### src/rtl/shared_pkg.sv
// Shared types and defaults for the FIFO burst reader.
// Holds the reader FSM state enum and the data/length width defaults.
package shared_pkg;

    localparam int FIFO_WIDTH_DEF = 16;
    localparam int LEN_W_DEF      = 8;
    localparam int STAT_W         = 16;

    typedef enum logic [1:0] {
        IDLE  = 2'd0,
        RUN   = 2'd1,
        DRAIN = 2'd2,
        DONE  = 2'd3
    } rd_state_t;

    // Saturating increment for the statistics counters.
    function automatic logic [STAT_W-1:0] sat_inc(
        input logic [STAT_W-1:0] v
    );
        return (&v) ? v : v + 1'b1;
    endfunction

endpackage

### src/rtl/fifo_reader_skid.sv
// Two-entry output buffer between the FIFO read port and the stream output.
// Entry 0 is always the head; a simultaneous write and read is lossless when full.
module fifo_reader_skid #(
    parameter int W = 17
) (
    input  logic         clk,
    input  logic         rst,
    input  logic         wr_en,
    input  logic [W-1:0] wr_data,
    input  logic         rd_en,
    output logic         valid,
    output logic [W-1:0] data,
    output logic [1:0]   occ
);

    logic [W-1:0] e0;
    logic [W-1:0] e1;
    logic [1:0]   cnt;

    // Shift/fill the two entries; head only moves on a read so it stays stable under backpressure
    always_ff @(posedge clk or posedge rst) begin
        if (rst) begin
            e0  <= '0;
            e1  <= '0;
            cnt <= 2'd0;
        end else begin
            unique case ({wr_en, rd_en})
                2'b10: begin
                    if (cnt == 2'd0) begin
                        e0 <= wr_data;
                    end else begin
                        e1 <= wr_data;
                    end
                    cnt <= cnt + 2'd1;
                end
                2'b01: begin
                    e0  <= e1;
                    cnt <= cnt - 2'd1;
                end
                2'b11: begin
                    if (cnt == 2'd1) begin
                        e0 <= wr_data;
                    end else begin
                        e0 <= e1;
                        e1 <= wr_data;
                    end
                end
                default: begin
                end
            endcase
        end
    end

    assign valid = (cnt != 2'd0);
    assign data  = e0;
    assign occ   = cnt;

endmodule

### src/rtl/fifo_reader.sv
// Burst reader: pulls burst_len words from a FIFO into a valid/ready stream.
// Define FIFO_READER_STATS_EN to add the stall_cnt / bp_cnt statistics outputs.
module fifo_reader
    import shared_pkg::*;
#(
    parameter int FIFO_WIDTH = FIFO_WIDTH_DEF,
    parameter int LEN_W      = LEN_W_DEF
) (
    input  logic                  clk,
    input  logic                  rst,
    input  logic                  start,
    input  logic [LEN_W-1:0]      burst_len,
    output logic                  fifo_rd_en,
    input  logic [FIFO_WIDTH-1:0] fifo_data_out,
    input  logic                  fifo_empty,
    input  logic                  fifo_underflow,
    output logic                  m_valid,
    input  logic                  m_ready,
    output logic [FIFO_WIDTH-1:0] m_data,
    output logic                  m_last,
    output logic                  busy,
    output logic                  done,
    output logic                  err
`ifdef FIFO_READER_STATS_EN
    ,
    output logic [STAT_W-1:0]     stall_cnt,
    output logic [STAT_W-1:0]     bp_cnt
`endif
);

    rd_state_t           state;
    logic [LEN_W-1:0]    remaining;
    logic                in_flight;
    logic                flight_last;
    logic                rd_go;
    logic                last_issue;
    logic                pop;
    logic                buf_valid;
    logic                drain_done;
    logic [1:0]          occ;
    logic [1:0]          occ_eff;
    logic [FIFO_WIDTH:0] buf_word;

    // A word leaving this cycle frees its slot, so the read gate sees the
    // post-pop occupancy; this keeps one word per cycle under full flow.
    assign pop     = buf_valid & m_ready;
    assign occ_eff = occ - {1'b0, pop};

    assign rd_go = (state == RUN)
                 && !fifo_empty
                 && (remaining != '0)
                 && (({1'b0, occ_eff} + {2'b00, in_flight}) < 3'd2);

    assign last_issue = rd_go && (remaining == LEN_W'(1));

    // Drain ends once nothing is in flight and the buffer empties this cycle
    assign drain_done = !in_flight
                      && ((occ == 2'd0) || ((occ == 2'd1) && pop));

    assign fifo_rd_en = rd_go;

    // Burst FSM with read bookkeeping, sticky error and registered status
    always_ff @(posedge clk or posedge rst) begin
        if (rst) begin
            state       <= IDLE;
            remaining   <= '0;
            in_flight   <= 1'b0;
            flight_last <= 1'b0;
            err         <= 1'b0;
            busy        <= 1'b0;
            done        <= 1'b0;
        end else begin
            in_flight   <= rd_go;
            flight_last <= last_issue;
            done        <= 1'b0;
            if (rd_go) begin
                remaining <= remaining - 1'b1;
            end
            if (in_flight && fifo_underflow) begin
                err <= 1'b1;
            end
            unique case (state)
                IDLE: begin
                    if (start) begin
                        err       <= 1'b0;
                        remaining <= burst_len;
                        if (burst_len != '0) begin
                            state <= RUN;
                            busy  <= 1'b1;
                        end else begin
                            state <= DONE;
                            done  <= 1'b1;
                        end
                    end
                end
                RUN: begin
                    if (last_issue) begin
                        state <= DRAIN;
                    end
                end
                DRAIN: begin
                    if (drain_done) begin
                        state <= DONE;
                        busy  <= 1'b0;
                        done  <= 1'b1;
                    end
                end
                DONE: begin
                    state <= IDLE;
                end
                default: begin
                    state <= IDLE;
                end
            endcase
        end
    end

    fifo_reader_skid #(
        .W(FIFO_WIDTH + 1)
    ) u_skid (
        .clk    (clk),
        .rst    (rst),
        .wr_en  (in_flight),
        .wr_data({flight_last, fifo_data_out}),
        .rd_en  (pop),
        .valid  (buf_valid),
        .data   (buf_word),
        .occ    (occ)
    );

    assign m_valid = buf_valid;
    assign m_data  = buf_word[FIFO_WIDTH-1:0];
    assign m_last  = buf_valid & buf_word[FIFO_WIDTH];

`ifdef FIFO_READER_STATS_EN
    // Stall and backpressure counters, restarted by each accepted start
    always_ff @(posedge clk or posedge rst) begin
        if (rst) begin
            stall_cnt <= '0;
            bp_cnt    <= '0;
        end else if ((state == IDLE) && start) begin
            stall_cnt <= '0;
            bp_cnt    <= '0;
        end else begin
            if ((state == RUN) && fifo_empty) begin
                stall_cnt <= sat_inc(stall_cnt);
            end
            if (buf_valid && !m_ready) begin
                bp_cnt <= sat_inc(bp_cnt);
            end
        end
    end
`endif

endmodule
### config.mk
export PLATFORM = sky130hd
export DESIGN_NAME = fifo_reader
export DESIGN_NICKNAME = d
export VERILOG_FILES = /design/src/rtl/shared_pkg.sv /design/src/rtl/fifo_reader_skid.sv /design/src/rtl/fifo_reader.sv
export SDC_FILE = /design/constraint.sdc
export NUM_CORES = 1
export LEC_CHECK = 0
export CAP_MARGIN = 20
export CORE_UTILIZATION = 47
export CTS_CLUSTER_DIAMETER = 80
export CTS_CLUSTER_SIZE = 28
export DETAILED_ROUTE_END_ITERATION = 7
export GPL_ROUTABILITY_DRIVEN = 0
export PLACE_DENSITY = 0.87
export SKIP_LAST_GASP = 1
export SYNTH_ARGS = -nofsm -noshare
export SYNTH_HDL_FRONTEND = slang
export SYNTH_SLANG_ARGS = --single-unit
### constraint.sdc
create_clock -name clk -period 1.9 [get_ports clk]
set_input_delay 0.38 -clock clk [delete_from_list [all_inputs] [get_ports clk]]
set_output_delay 0.38 -clock clk [all_outputs]
set_load 0.02 [all_outputs]
==> flow_summary.rst, run 1 <==
.. list-table::
   :header-rows: 1

   * - Metric
     - Value
   * - Clock period minus worst slack
     - 2.169 ns
   * - Number of maximum-capacitance constraint violations
     - 0
   * - Unrepaired setup endpoints after global routing
     - yes
   * - Type of the most critical hold path
     - input pin to asynchronous set/reset pin
   * - Data required time at the worst endpoint
     - ~1.5 ns
   * - Placed instance count
     - between 400 and 500
   * - Max Clock Freq
     - about 0.46 GHz
   * - Number of filler cells placed in the layout
     - 433
   * - Antenna violations before repair
     - 0
   * - Overflow after GRT
     - 0
   * - Worst slack at placement
     - -0.6614 ns
   * - Slew margin rel.
     - 0.6992
   * - Boundary pin count
     - 52
   * - Fin. max-slew vios
     - 0
   * - DRC Markers
     - 0
   * - Worst-margin pin slew
     - 0.4464 ns
   * - Worst skew pair latency
     - 0.31 ns
   * - Total number of nets in the final design
     - a little under 400
   * - P_leak
     - 1.720 nW
   * - Wire per inst
     - ~15 um
   * - Unique cell type count in the Yosys netlist
     - 40
   * - Setup slack after layout
     - -0.2687 ns
   * - Number of cells on the critical path
     - 7
   * - Clock-pin slew on the worst setup and hold paths
     - 0.10 ns
   * - Combined area of all synthesized cells
     - around 2700 sq um
   * - Max rail drop VDD
     - 857.7 uV
   * - Dominant delay contributor by cell family on the critical path
     - simple AND/OR/NAND/NOR gates
   * - Maximum clock path buffer count
     - 2
   * - Fraction of layout cells with a size suffix above 1
     - 0.3084
   * - Fraction of post-synthesis cell area in the top cell type by area
     - 0.4746
   * - Library cell occupying the most area in the post-synthesis netlist
     - sky130_fd_sc_hd__dfrtp_1
   * - Root buffer cell
     - sky130_fd_sc_hd__clkbuf_8
   * - Via/cell ratio
     - between 5 and 6
   * - Critical-path cell list
     - inv_2 -> ha_4 -> and2b_1 -> a2bb2oi_2 -> nand3_2 -> nor2_4 -> buf_4
   * - CTS sink cnt
     - 51
   * - Vias post-DR
     - 2223
   * - Type of the setup path with the least slack
     - register to output pin
   * - Die X
     - 77.64 um
   * - Most repeated cell in the gate-level netlist after synthesis
     - sky130_fd_sc_hd__dfrtp_1
   * - Area delta synth->final
     - 40.76%
   * - Global-route usage over all layers
     - 0.2159
   * - Count of endpoints failing hold in the final timing report
     - 0
   * - Fraction of registers with async set or reset after synthesis
     - 1.000
   * - Mean area per synthesized cell
     - 10.34 sq um
   * - Crit path largest cell delay
     - 0.39 ns
   * - Iteration-0 DRC Markers
     - 100
   * - Detail Route Antenna Nets
     - 0
   * - Overall die area
     - 6027 sq um
   * - Final Power
     - 0.005937 W
   * - Initial cell density of the core
     - 0.4883
   * - Vertical extent of the die
     - between 70 and 80 um
   * - Arrival time of data at the critical path endpoint
     - 1.79 ns
   * - Critical path buffer and inverter count
     - 2
   * - Number of synthesized flops with an enable pin
     - 0
   * - Post-Route WL
     - 6175 um
   * - Wire length of the first global-routing pass
     - 10200 um
   * - Diodes inserted
     - 0
   * - H-tree levels
     - 2
   * - Cell count after synthesis
     - between 200 and 300
   * - Violations in the final reports
     - setup timing
   * - Sequential element share of the synthesized area
     - 0.4746
   * - Placeable Area
     - 5507 sq um
   * - Final setup violation count
     - 10
   * - Number of global-route vias before repair
     - 2251
   * - Critical path's slowest cell
     - sky130_fd_sc_hd__dfrtp_1
   * - Power per unit of standard cell area
     - ~1600 nW/um^2
   * - Result of the run
     - complete, but fails checks
   * - Post-synthesis register bit count
     - between 50 and 60
   * - Worst slack on hold paths
     - 0.4322 ns
   * - Fin cells
     - 419
   * - Most used DFF post-synth
     - sky130_fd_sc_hd__dfrtp_1
   * - Number of nets in the synthesized netlist
     - 299
   * - List of most frequent post-synthesis cells
     - 51 x sky130_fd_sc_hd__dfrtp_1, 26 x sky130_fd_sc_hd__nand2_1, 23 x sky130_fd_sc_hd__o21ai_0
   * - Number of buffers inserted during clock tree synthesis
     - 5
   * - Warnings, synthesis
     - 0
   * - Detailed-router iteration count before antenna repair
     - 4
   * - Total Negative Setup Slacks
     - -1.240 ns
   * - Largest clock skew in the final design
     - 0.007336 ns
   * - Dominant cells by area after synthesis
     - sky130_fd_sc_hd__dfrtp_1 47%, sky130_fd_sc_hd__mux2i_1 7.8%, sky130_fd_sc_hd__mux2_2 7.1%
   * - TritonCTS clock tree
     - yes
   * - Maximum number of pins on one net before global-route repair
     - 35
   * - Port Buf Inserts
     - 51
   * - CTS hold repair buffers
     - 0
   * - Post-detailed-placement half-perimeter wirelength
     - 4185 um
   * - Max FO, Critical Path
     - 4
   * - Worst setup SP type
     - register
   * - Post-route clock period utilization
     - 1.141
   * - Std cell rows
     - 27
   * - Capturing element type of the critical path
     - output pin
   * - Worst Reg2Reg Path Length in Cells
     - 8
==> state kept, by name, indices dropped and copies added (netlist names), 2 cells and up <==
name,count
u_skid.e1,17
u_skid.occ,2
u_skid.data,17
remaining,8
state,2
==> where the power goes <==
| group | switching, W | total [W] | leakage (nW) | internal (W) |
|---|---|---|---|---|
| registers | 0.000285 | 0.00186 | 0.622 | 0.00157 |
| clock network | 0.000365 | 0.000751 | 0.0502 | 0.000385 |
| logic | 0.00160 | 0.00333 | 1.05 | 0.00173 |
==> metrics by stage <==
step                      area [sq um]    util
final                             3785  0.6873
after global routing              3785  0.6873
after CTS                         3712  0.6742
after detailed placement          3548  0.6444
after global placement            3548  0.6444
after floorplan                   2738       -
==> layer usage <==
metal | track usage | share of wire
met5 | 0 | 0
met4 | 0.05094 | 0.016
met3 | 0.05059 | 0.051
met2 | 0.3858 | 0.51
met1 | 0.2612 | 0.42
==> cells in the final DEF (no fill, tap or decap), types with 3 or more instances in the layout <==
| master | Yosys | final |
|---|---|---|
| sky130_fd_sc_hd__nor2_1 | 16 | 14 |
| sky130_fd_sc_hd__nand2_1 | 26 | 26 |
| sky130_fd_sc_hd__a31oi_1 | 7 | 7 |
| sky130_fd_sc_hd__ha_1 | 9 | 5 |
| sky130_fd_sc_hd__inv_1 | 12 | 6 |
| sky130_fd_sc_hd__or3_1 | 6 | 5 |
| sky130_fd_sc_hd__inv_2 | 0 | 5 |
| sky130_fd_sc_hd__clkbuf_8 | 0 | 5 |
| sky130_fd_sc_hd__a21oi_2 | 0 | 3 |
| sky130_fd_sc_hd__a21oi_1 | 9 | 6 |
| sky130_fd_sc_hd__buf_12 | 0 | 3 |
| sky130_fd_sc_hd__o21ai_0 | 23 | 23 |
| sky130_fd_sc_hd__mux2i_1 | 21 | 21 |
| sky130_fd_sc_hd__clkdlybuf4s50_1 | 0 | 48 |
| sky130_fd_sc_hd__ha_4 | 0 | 3 |
| sky130_fd_sc_hd__buf_4 | 16 | 50 |
| sky130_fd_sc_hd__mux2_2 | 17 | 17 |
| sky130_fd_sc_hd__dfrtp_1 | 51 | 51 |
==> timing repair <==
item,CTS,global route
setup buffers,4,6
endpoints found under the setup margin,8,14
pin swaps,8,13
gates resized for setup,16,14
==> worst paths after layout <==
kind	startpoint	end	slack (ns)
hold / removal	rst	flight_last	0.43
setup / recovery	u_skid.occ[1]	fifo_rd_en	-0.27
max in group asynchronous	rst	u_skid.e1[2]	1.13
min in group clk	u_skid.data[13]	u_skid.data[13]	0.50
setup reg to reg	remaining[0]	remaining[5]	-0.17
hold reg to reg	u_skid.data[13]	u_skid.data[13]	0.50
==> cells by family after synthesis <==
group                      Yosys count  share of synthesized area
and+or+nand+nor                     73                     0.1363
AOI/OAI and AO/OA                   51                     0.1191
DFF                                 51                     0.4746
muxes                               38                     0.1494
buffers and inverters               37                    0.07538
adders and majority gates            9                    0.04188
xor gates and xnor gates             1                   0.003258
==> worst register-to-register path, cell delays in order (launching register included) <==
cell and delay [ns]:
sky130_fd_sc_hd__dfrtp_1 0.40, sky130_fd_sc_hd__inv_2 0.07, sky130_fd_sc_hd__ha_4 0.17, sky130_fd_sc_hd__inv_4 0.06, sky130_fd_sc_hd__o41ai_4 0.09, sky130_fd_sc_hd__buf_4 0.16
sky130_fd_sc_hd__or4_4 0.48, sky130_fd_sc_hd__or3_1 0.39, sky130_fd_sc_hd__a31oi_1 0.18
==> final cells by class <==
type / instances / area (sq um) / share of cell area
Multi-Input combinational cell: 172 / 1316 / 0.3478
Sequential cell: 51 / 1276 / 0.3372
Timing Repair Buffer: 105 / 948.4 / 0.2506
Tap cell: 72 / 90.09 / 0.02380
Clock buffer: 5 / 68.82 / 0.01818
Inverter: 12 / 47.55 / 0.01256
Clock inverter: 2 / 37.54 / 0.009917
Power figures use the tool's default switching activity.
==> inputs of run 2 (changes only) <==
--- a/config.mk
+++ b/config.mk
@@ -6,6 +6,7 @@
 export NUM_CORES = 1
 export LEC_CHECK = 0
 export CAP_MARGIN = 20
+export CORE_ASPECT_RATIO = 1.75
 export CORE_UTILIZATION = 47
 export CTS_CLUSTER_DIAMETER = 80
 export CTS_CLUSTER_SIZE = 28
==> flow_summary.rst, run 2 (synthesis results as in run 1) <==
.. list-table::
   :header-rows: 1

   * - Metric
     - Value
   * - Result of the run
     - complete, but fails checks
   * - Violations in the final reports
     - setup timing
   * - Overall die area
     - 6039 sq um
   * - Global-route usage over all layers
     - 0.2318
   * - Number of maximum-capacitance constraint violations
     - 0
   * - Share of total power in combinational logic
     - 0.577
   * - Count of endpoints failing hold in the final timing report
     - 0
   * - Port Buf Inserts
     - 51
   * - Worst Reg2Reg Path Length in Cells
     - 6
   * - Most common library cell in the layout ignoring fill and taps
     - sky130_fd_sc_hd__dfrtp_1
   * - Maximum number of pins on one net before global-route repair
     - 52
   * - Initial cell density of the core
     - 0.4853
   * - Sw Pwr
     - 0.002322 W
   * - Power per unit of standard cell area
     - 1537 nW/um^2
   * - Worst skew pair latency
     - 0.31 ns
   * - TritonCTS clock tree
     - yes
   * - Die X
     - 59.18 um
   * - Fraction of layout cells with a size suffix above 1
     - 0.3266
   * - Worst slack at placement
     - -0.6416 ns
   * - Total number of nets in the final design
     - about 380
   * - Critical path's slowest cell
     - sky130_fd_sc_hd__or4_4
   * - DRC Markers
     - 0
   * - Unrepaired setup endpoints after global routing
     - yes
   * - Max FO, Critical Path
     - 2
   * - Critical path buffer and inverter count
     - 1
   * - Crit path largest cell delay
     - a little under 0.6 ns
   * - Largest clock skew in the final design
     - between 0.008 and 0.009 ns
   * - Number of buffers inserted during clock tree synthesis
     - 5
   * - Arrival time of data at the critical path endpoint
     - between 1.5 and 2 ns
   * - Via/cell ratio
     - roughly 5.3
   * - Area delta synth->final
     - 43.65%
   * - Post-route clock period utilization
     - 1.151
   * - Clock group share of total power
     - 0.113
   * - Max rail drop VDD
     - approximately 800 uV
   * - Type of the most critical hold path
     - input pin to asynchronous set/reset pin
   * - Number of filler cells placed in the layout
     - 400
   * - Number of global-route vias before repair
     - between 2k and 2.5k
   * - Worst-margin pin slew
     - 0.4645 ns
   * - Data required time at the worst endpoint
     - 1.52 ns
   * - Critical-path cell list
     - or4_4 -> o41ai_4 -> nor2_4 -> buf_4
   * - Detail Route Antenna Nets
     - 0
   * - Antenna violations before repair
     - 0
   * - Max Clock Freq
     - between 0.4 and 0.5 GHz
   * - Overflow after GRT
     - 0
   * - Boundary pin count
     - 52
   * - Std cell rows
     - 36
   * - Clock period minus worst slack
     - 2.187 ns
   * - Detailed-router iteration count before antenna repair
     - 4
   * - H-tree levels
     - 2
   * - P_leak
     - 1.734 nW
   * - Wire per inst
     - 14.96 um
   * - Dominant delay contributor by cell family on the critical path
     - simple AND/OR/NAND/NOR gates
   * - Worst setup SP type
     - register
   * - Vertical extent of the die
     - 102.1 um
   * - Slew margin rel.
     - 0.6870
   * - Vias post-DR
     - 2222
   * - Diodes inserted
     - 0
   * - CTS sink cnt
     - 51
   * - Clock-pin slew on the worst setup and hold paths
     - about 0.1 ns
   * - Final setup violation count
     - 6
   * - Wire length of the first global-routing pass
     - 10410 um
   * - Type of the setup path with the least slack
     - register to output pin
   * - Internal power
     - 0.003617 W
   * - Root buffer cell
     - sky130_fd_sc_hd__clkbuf_8
   * - Switching Fraction
     - 0.3910
   * - Fin. max-slew vios
     - 0
   * - Maximum clock path buffer count
     - 2
   * - Fraction of power consumed by sequential logic
     - 0.310
   * - Post-Route WL
     - 6312 um
   * - Top library cells by usage in the layout, fill and taps aside
     - 51 x sky130_fd_sc_hd__dfrtp_1, 48 x sky130_fd_sc_hd__clkdlybuf4s50_1, 47 x sky130_fd_sc_hd__buf_4
   * - Worst slack on hold paths
     - 0.4073 ns
   * - Post-detailed-placement half-perimeter wirelength
     - 4282 um
   * - Setup slack after layout
     - -0.2868 ns
   * - Iteration-0 DRC Markers
     - 93
   * - Number of cells on the critical path
     - 4
   * - Placeable Area
     - 5540 sq um
   * - CTS hold repair buffers
     - 0
   * - Capturing element type of the critical path
     - output pin
run 2: changes by cell type in the layout (fill, tap and decap cells not counted), sizes merged:
cell           delta
bufinv            -1
clkinv            +1
clkdlybuf4s15     +1
buf               -2
run 2: path summary, 6_finish.rpt:
path	start	slack (ns)	endpoint
worst max-delay path	remaining[4]	-0.29	fifo_rd_en
worst min-delay path	rst	0.41	u_skid.data[15]
worst max register to register	remaining[0]	-0.12	remaining[7]
worst min register to register	u_skid.data[12]	0.48	u_skid.data[12]
max in group asynchronous	rst	1.25	u_skid.e1[6]
min in group clk	u_skid.data[12]	0.48	u_skid.data[12]
run 2: layout make-up:
type                            count  area [sq um]  area share
Inverter                           12         47.55     0.01231
Tap cell                           76         95.09     0.02462
Clock buffer                        6         82.58     0.02138
Sequential cell                    51          1276      0.3304
Multi-Input combinational cell    172          1390      0.3599
Clock inverter                      2         16.27    0.004211
Timing Repair Buffer              103         954.7      0.2472
run 2: metal layers:
metal | routed length [um] | global-route usage
met5 | 0 | 0
met4 | 284 | 0.1355
met3 | 177 | 0.03544
met2 | 3536 | 0.4309
met1 | 2315 | 0.2365
run 2: worst min-delay path, stage by stage:
cell and delay [ns]:
sky130_fd_sc_hd__clkdlybuf4s50_1 0.41, sky130_fd_sc_hd__inv_2 0.07, sky130_fd_sc_hd__buf_12 0.25
run 2: metrics by stage:
stage / utilization / setup TNS (ns) / cells / power [W] / cell area, sq um
final: 0.6972 / -0.6211 / 422 / 0.005938 / 3862
after global routing: 0.6972 / -1.311 / 422 / 0.006357 / 3862
after CTS: 0.6845 / -0.6018 / 423 / 0.005742 / 3792
after detailed placement: 0.6409 / -3.625 / 405 / 0.004846 / 3551
after global placement: 0.6409 / -2.821 / 405 / 0.004720 / 3551
after floorplan: - / -0.01812 / 260 / 0.003772 / 2738
run 2: power groups by stage:
stage	combinational, W	clock [W]	sequential [W]
final	0.00343	0.000669	0.00184
after global routing	0.00373	0.000729	0.00190
after CTS	0.00323	0.000681	0.00183
after detailed placement	0.00300	0	0.00185
after global placement	0.00290	0	0.00182
after floorplan	0.00190	0	0.00187
run 2: repair_timing:
action / in CTS / in global routing
resized for setup: 22 / 22
setup buffers: 12 / 4
pin swaps: 11 / 20
endpoints found under the setup margin: 10 / 13
gates cloned: 0 / 0
